[src/rtl/uart_rx.sv]
`timescale 1ns/1ps
// uart_rx: 8N1 UART receiver with bit-centre sampling, false-start rejection
// and stop-bit (framing) error detection.
// Optional feature macro: UART_RX_PARITY_EN adds a parity bit after D7
// (even parity, or odd when PARITY_ODD=1) and drives parity_err.
module uart_rx #(
  parameter int CLK_HZ       = 100_000_000,
  parameter int BAUD         = 115_200,
  parameter int CLKS_PER_BIT = CLK_HZ / BAUD
`ifdef UART_RX_PARITY_EN
  ,
  parameter bit PARITY_ODD   = 1'b0
`endif
) (
  input  logic       clk,
  input  logic       rst,
  input  logic       rx,
  output logic [7:0] data_out,
  output logic       valid,
  output logic       frame_err,
  output logic       parity_err,
  output logic       busy
);

  localparam int CNT_W = $clog2(CLKS_PER_BIT);
  // Last count of a full bit period and of the half period to the start-bit centre.
  localparam logic [CNT_W-1:0] FULL_LAST = CNT_W'(CLKS_PER_BIT - 1);
  localparam logic [CNT_W-1:0] HALF_LAST = CNT_W'(CLKS_PER_BIT / 2 - 1);

  typedef enum logic [2:0] {
    S_IDLE,
    S_START,
    S_DATA,
`ifdef UART_RX_PARITY_EN
    S_PARITY,
`endif
    S_STOP,
    S_WAIT_IDLE
  } state_t;

  state_t           state_q;
  logic             sync1_q;
  logic             rx_s_q;
  logic [CNT_W-1:0] cnt_q;
  logic [2:0]       bit_idx_q;
  logic [7:0]       shift_q;
  logic [7:0]       data_q;
  logic             valid_q;
  logic             frame_err_q;
  logic             full_done;
  logic             half_done;
`ifdef UART_RX_PARITY_EN
  logic             par_bad_q;
  logic             parity_err_q;
`endif

  assign full_done = (cnt_q == FULL_LAST);
  assign half_done = (cnt_q == HALF_LAST);

  // Two-flop synchronizer for the asynchronous line; resets to the idle (high) level.
  always_ff @(posedge clk) begin
    if (rst) begin
      sync1_q <= 1'b1;
      rx_s_q  <= 1'b1;
    end else begin
      sync1_q <= rx;
      rx_s_q  <= sync1_q;
    end
  end

  // Receive FSM: bit timing, shift register and registered one-cycle strobes.
  always_ff @(posedge clk) begin
    if (rst) begin
      state_q      <= S_IDLE;
      cnt_q        <= '0;
      bit_idx_q    <= '0;
      shift_q      <= '0;
      data_q       <= '0;
      valid_q      <= 1'b0;
      frame_err_q  <= 1'b0;
`ifdef UART_RX_PARITY_EN
      par_bad_q    <= 1'b0;
      parity_err_q <= 1'b0;
`endif
    end else begin
      valid_q     <= 1'b0;
      frame_err_q <= 1'b0;
`ifdef UART_RX_PARITY_EN
      parity_err_q <= 1'b0;
`endif
      case (state_q)
        S_IDLE: begin
          if (!rx_s_q) begin
            state_q <= S_START;
            cnt_q   <= '0;
          end
        end
        S_START: begin
          if (half_done) begin
            cnt_q     <= '0;
            bit_idx_q <= '0;
            // A line back high at the start-bit centre was only a glitch.
            state_q   <= rx_s_q ? S_IDLE : S_DATA;
          end else begin
            cnt_q <= cnt_q + 1'b1;
          end
        end
        S_DATA: begin
          if (full_done) begin
            cnt_q   <= '0;
            shift_q <= {rx_s_q, shift_q[7:1]};
            if (bit_idx_q == 3'd7) begin
`ifdef UART_RX_PARITY_EN
              state_q <= S_PARITY;
`else
              state_q <= S_STOP;
`endif
            end else begin
              bit_idx_q <= bit_idx_q + 3'd1;
            end
          end else begin
            cnt_q <= cnt_q + 1'b1;
          end
        end
`ifdef UART_RX_PARITY_EN
        S_PARITY: begin
          if (full_done) begin
            cnt_q     <= '0;
            par_bad_q <= (^shift_q) ^ rx_s_q ^ PARITY_ODD;
            state_q   <= S_STOP;
          end else begin
            cnt_q <= cnt_q + 1'b1;
          end
        end
`endif
        S_STOP: begin
          if (full_done) begin
            cnt_q <= '0;
            if (rx_s_q) begin
              data_q  <= shift_q;
              valid_q <= 1'b1;
`ifdef UART_RX_PARITY_EN
              parity_err_q <= par_bad_q;
`endif
              // Leaving at the stop-bit centre leaves half a bit to catch the next start.
              state_q <= S_IDLE;
            end else begin
              frame_err_q <= 1'b1;
              state_q     <= S_WAIT_IDLE;
            end
          end else begin
            cnt_q <= cnt_q + 1'b1;
          end
        end
        S_WAIT_IDLE: begin
          // Hold off through a break so it reports only one framing error.
          if (rx_s_q) begin
            state_q <= S_IDLE;
          end
        end
        default: begin
          state_q <= S_IDLE;
        end
      endcase
    end
  end

  assign data_out  = data_q;
  assign valid     = valid_q;
  assign frame_err = frame_err_q;
  assign busy      = (state_q != S_IDLE);
`ifdef UART_RX_PARITY_EN
  assign parity_err = parity_err_q;
`else
  assign parity_err = 1'b0;
`endif

endmodule

[config.mk]
export PLATFORM = sky130hd
export DESIGN_NAME = uart_rx
export DESIGN_NICKNAME = d
export VERILOG_FILES = /design/src/rtl/uart_rx.sv
export SDC_FILE = /design/constraint.sdc
export NUM_CORES = 1
export LEC_CHECK = 0
export CAP_MARGIN = 20
export CORE_ASPECT_RATIO = 0.9
export CORE_MARGIN = 4
export CORE_UTILIZATION = 30
export DETAILED_ROUTE_END_ITERATION = 16
export PLACE_DENSITY_LB_ADDON = 0.1
export SLEW_MARGIN = 10
export SYNTH_ARGS = -nofsm -noshare
export SYNTH_HDL_FRONTEND = slang
export SYNTH_SLANG_ARGS = --single-unit
[constraint.sdc]
create_clock -name clk -period 3.5 [get_ports clk]
set_input_delay 0.35 -clock clk [delete_from_list [all_inputs] [get_ports clk]]
set_output_delay 0.35 -clock clk [all_outputs]
set_load 0.02 [all_outputs]
==> summary.md <==
| Metric | Value |
|---|---|
| Mean Syn Cell Area | `roughly 9 µm²` |
| Drt first pass iters | `4` |
| I/O Buffers | `13` |
| Number of library cell types mapped by synthesis | `40` |
| FF+latch count, synth | `36` |
| Diode count | `0` |
| Initial antenna violation count | `0` |
| H-tree depth | `2` |
| R2R setup slack | `around 1.2 ns` |
| Slowest CP cell | `o21bai_1` |
| Syn Inst Count | `about 170` |
| Slew Limit Headroom | `0.325` |
| Post-Route Setup TNS | `0 ns` |
| HPWL Detailed | `between 2000 and 2500 µm` |
| Worst-margin pin slew | `between 0.9 and 1 ns` |
| Final wirelength | `roughly 3300 µm` |
| Period utilization | `0.653` |
| Vias per inst | `between 4 and 5` |
| Tmin final | `between 2 and 2.5 ns` |
| Hold Fails Final Rpt | `0` |
| Clock skew | `0.00382 ns` |
| Non-filler instance count after layout | `253` |
| Crit Path Max Fanout | `11` |
| Placed Cells | `244` |
| Initial Util | `0.321` |
| Post-synth EDFFs | `0` |
| CP Data Arrival Time | `between 2 and 2.5 ns` |
| Startpoint type of the worst setup path | `flop` |
| FFs w/ async S/R, synth | `0` |
| FILL cells | `approximately 550` |
| Die area | `0.00656 mm²` |
| Crit path cell chain | `ha_1 > and4bb_2 > and3_1 > o22ai_2 > o21bai_1 > nor2_1` |
| Num CTS Buffers | `5` |
| R2R depth | `6` |
| Hold Buf Count CTS | `0` |
| Placed inst area | `about 0.0018 mm²` |
| Nets | `about 190` |
| Syn. warnings | `0` |
| Aggregate global routing overflow | `0` |
| First-pass GRT wire length | `around 5600 µm` |
| Antenna Nets Post-Route | `0` |
| Vias in the first global route | `between 1,000 and 1,500` |
| RSZ-0062 raised after global routing | `false` |
| Reg2reg end | `cnt_q[6]$_SDFFE_PP0P_` |
| Power Dens Cells | `roughly 420 mW/mm²` |
| Max-slew violations | `0` |
| GP Congestion | `0.774` |
| Die height | `between 70 and 80 µm` |
| Critical path class | `reg -> reg` |
| Site row count | `24` |
| Max-cap violation count | `0` |
| Status | `finished, final reports clean` |
| Total track usage | `0.106` |
| Min-Delay Path Class | `reg -> reg` |
| Num Clock Sinks | `36` |
| Synthesized area | `between 0.0015 and 0.002 mm²` |
| Hold_ws | `slightly above 0.4 ns` |
| CTS max path bufs | `2` |
| CTS tree | `built` |
| Synth-to-Final Area Change | `17.8%` |
| CTS Root Cell | `clkbuf_8` |
| Static leakage | `about 0.00063 µW` |
| First DRT Iteration DRCs | `between 60 and 70` |
| DRC violations left | `0` |
| Reg clk slew, reported paths | `~0.070 ns` |
| WHS Endpoint | `rx_s_q$_SDFF_PP1_` |
| Ports | `15` |
| Min-delay src | `sync1_q$_SDFF_PP1_` |
| Worst r2r src | `cnt_q[0]$_SDFFE_PP0P_` |
| Post-CTS sizing | `0` |
| Number of setup buffers added after CTS | `0` |
| Largest net degree at the start of global routing | `31` |
| Skew-Pair Late Insertion Delay | `about 0.28 ns` |
| Per-cell routed wire length | `between 10 and 15 µm` |
| Multi-input gate area | `810 µm²` |
| Dominant synthesized flop cell | `dfxtp_1` |
| Max Freq | `437 MHz` |
| Cell area after layout | `roughly 0.0019 mm²` |
| Reg area | `roughly 720 µm²` |
| Register area share after synthesis | `0.451` |
| Endpoints failing setup | `0` |
| Syn_nets | `181` |
| Crit end category | `flop` |
| Routed via count | `1,216` |
| CP required | `roughly 3.7 ns` |
| Layout cells sized above 1 | `0.106` |
| Die W | `about 85 µm` |
| Pwr Total | `797 µW` |
| WHS Path Cells | `1` |
| Max stage delay on crit path | `0.49 ns` |
| VDD IR max | `0.149 mV` |
| Core Area | `0.00498 mm²` |
==> worst max-delay path: cells and delay by family, from the launching register on <==
| family | cells | cell delay, ns |
|---|---|---|
| adder cells (fa/ha/maj) | 1 | 0.23 |
| flip-flops | 1 | 0.40 |
| AND/OR/NAND/NOR | 3 | 0.80 |
| AO/OA/AOI/OAI | 2 | 0.71 |
==> kinds of logic after synthesis <==
family	Yosys count	synth area share
buffers and inverters	14	0.0430
muxes	12	0.0751
adders and majority gates	4	0.0313
other	1	0.00235
xor gates and xnor gates	7	0.0383
and+or+nand+nor	77	0.263
DFF	36	0.451
AOI/OAI and AO/OA	23	0.0963
==> per-layer routing <==
| layer | vias up | track usage | share of wire |
|---|---|---|---|
| li1 | 620 | - | - |
| met2 | 23 | 0.149 | 0.40 |
| met3 | 5 | 0.0364 | 0.043 |
| met4 | 0 | 0.0285 | 0.011 |
| met1 | 568 | 0.151 | 0.54 |
| met5 | - | 0 | 0 |
==> how the worst max path moves through the flow <==
stage,from,to,slack [ns],cells past startpoint
after global placement,cnt_q[0]$_SDFFE_PP0P_,cnt_q[6]$_SDFFE_PP0P_,1.28,6
after detailed placement,cnt_q[0]$_SDFFE_PP0P_,cnt_q[6]$_SDFFE_PP0P_,1.25,6
final,cnt_q[0]$_SDFFE_PP0P_,cnt_q[6]$_SDFFE_PP0P_,1.21,6
after global routing,cnt_q[0]$_SDFFE_PP0P_,cnt_q[4]$_SDFFE_PP0P_,1.04,6
after floorplan,state_q[0]$_SDFFE_PP0P_,bit_idx_q[0]$_SDFFE_PP0P_,1.67,6
after CTS,cnt_q[0]$_SDFFE_PP0P_,cnt_q[6]$_SDFFE_PP0P_,1.23,6
==> cells in the final DEF, fill, tap and decap left out, types with 2 or more instances in the layout <==
master	Yosys	routed
a2111oi_0	2	2
a21oi_1	14	14
and2_1	2	2
buf_4	2	2
clkbuf_1	6	2
clkbuf_8	0	5
clkdlybuf4s50_1	0	13
dfxtp_1	36	36
ha_1	4	4
inv_1	4	4
mux2i_1	12	12
nand2_1	14	14
nand3_1	10	10
nand4_1	4	4
nor2_1	24	24
nor3_1	5	5
nor3b_1	2	2
nor4_1	2	2
or2_2	2	2
or3b_4	2	2
xnor2_1	3	3
xor2_1	4	4
==> registers in the layout, indices dropped and copies added, names as in the netlist <==
signal     count
shift_q        8
data_out       8
state_q        3
valid          1
rx_s_q         1
cnt_q         10
frame_err      1
sync1_q        1
bit_idx_q      3
==> report_power, final <==
group / switching (µW) / total [µW] / internal, µW
Combinational: 14.8 / 23.1 / 8.29
Clock: 149 / 360 / 211
Sequential: 2.91 / 414 / 411
Total: 166 / 797 / 631
==> final cells by class <==
| type | count | share of cell area |
|---|---|---|
| well taps | 65 | 0.0432 |
| inverters | 4 | 0.00797 |
| clock inverters | 2 | 0.0186 |
| flip-flops and latches | 36 | 0.383 |
| repair buffers | 16 | 0.0791 |
| multi-input cells | 124 | 0.430 |
| clock buffers | 6 | 0.0385 |
==> per-stage QoR <==
stage / setup WS, ns / util
floorplan: 1.67 / -
CTS: 1.23 / 0.377
global placement: 1.28 / 0.355
global route: 1.04 / 0.378
detailed placement: 1.25 / 0.355
finish: 1.21 / 0.378
==> synth_stat cells, types with 3 or more instances <==
master    number  share of area
nand3_1       10          0.031
xnor2_1        3          0.016
nand4_1        4          0.016
ha_1           4          0.031
dfxtp_1       36           0.45
xor2_1         4          0.022
nor2_1        24          0.056
nor3_1         5          0.016
a21oi_1       14          0.044
inv_1          4         0.0094
nand2_1       14          0.033
clkbuf_1       6          0.014
mux2i_1       12          0.075
(Power assumes the default switching activity.)
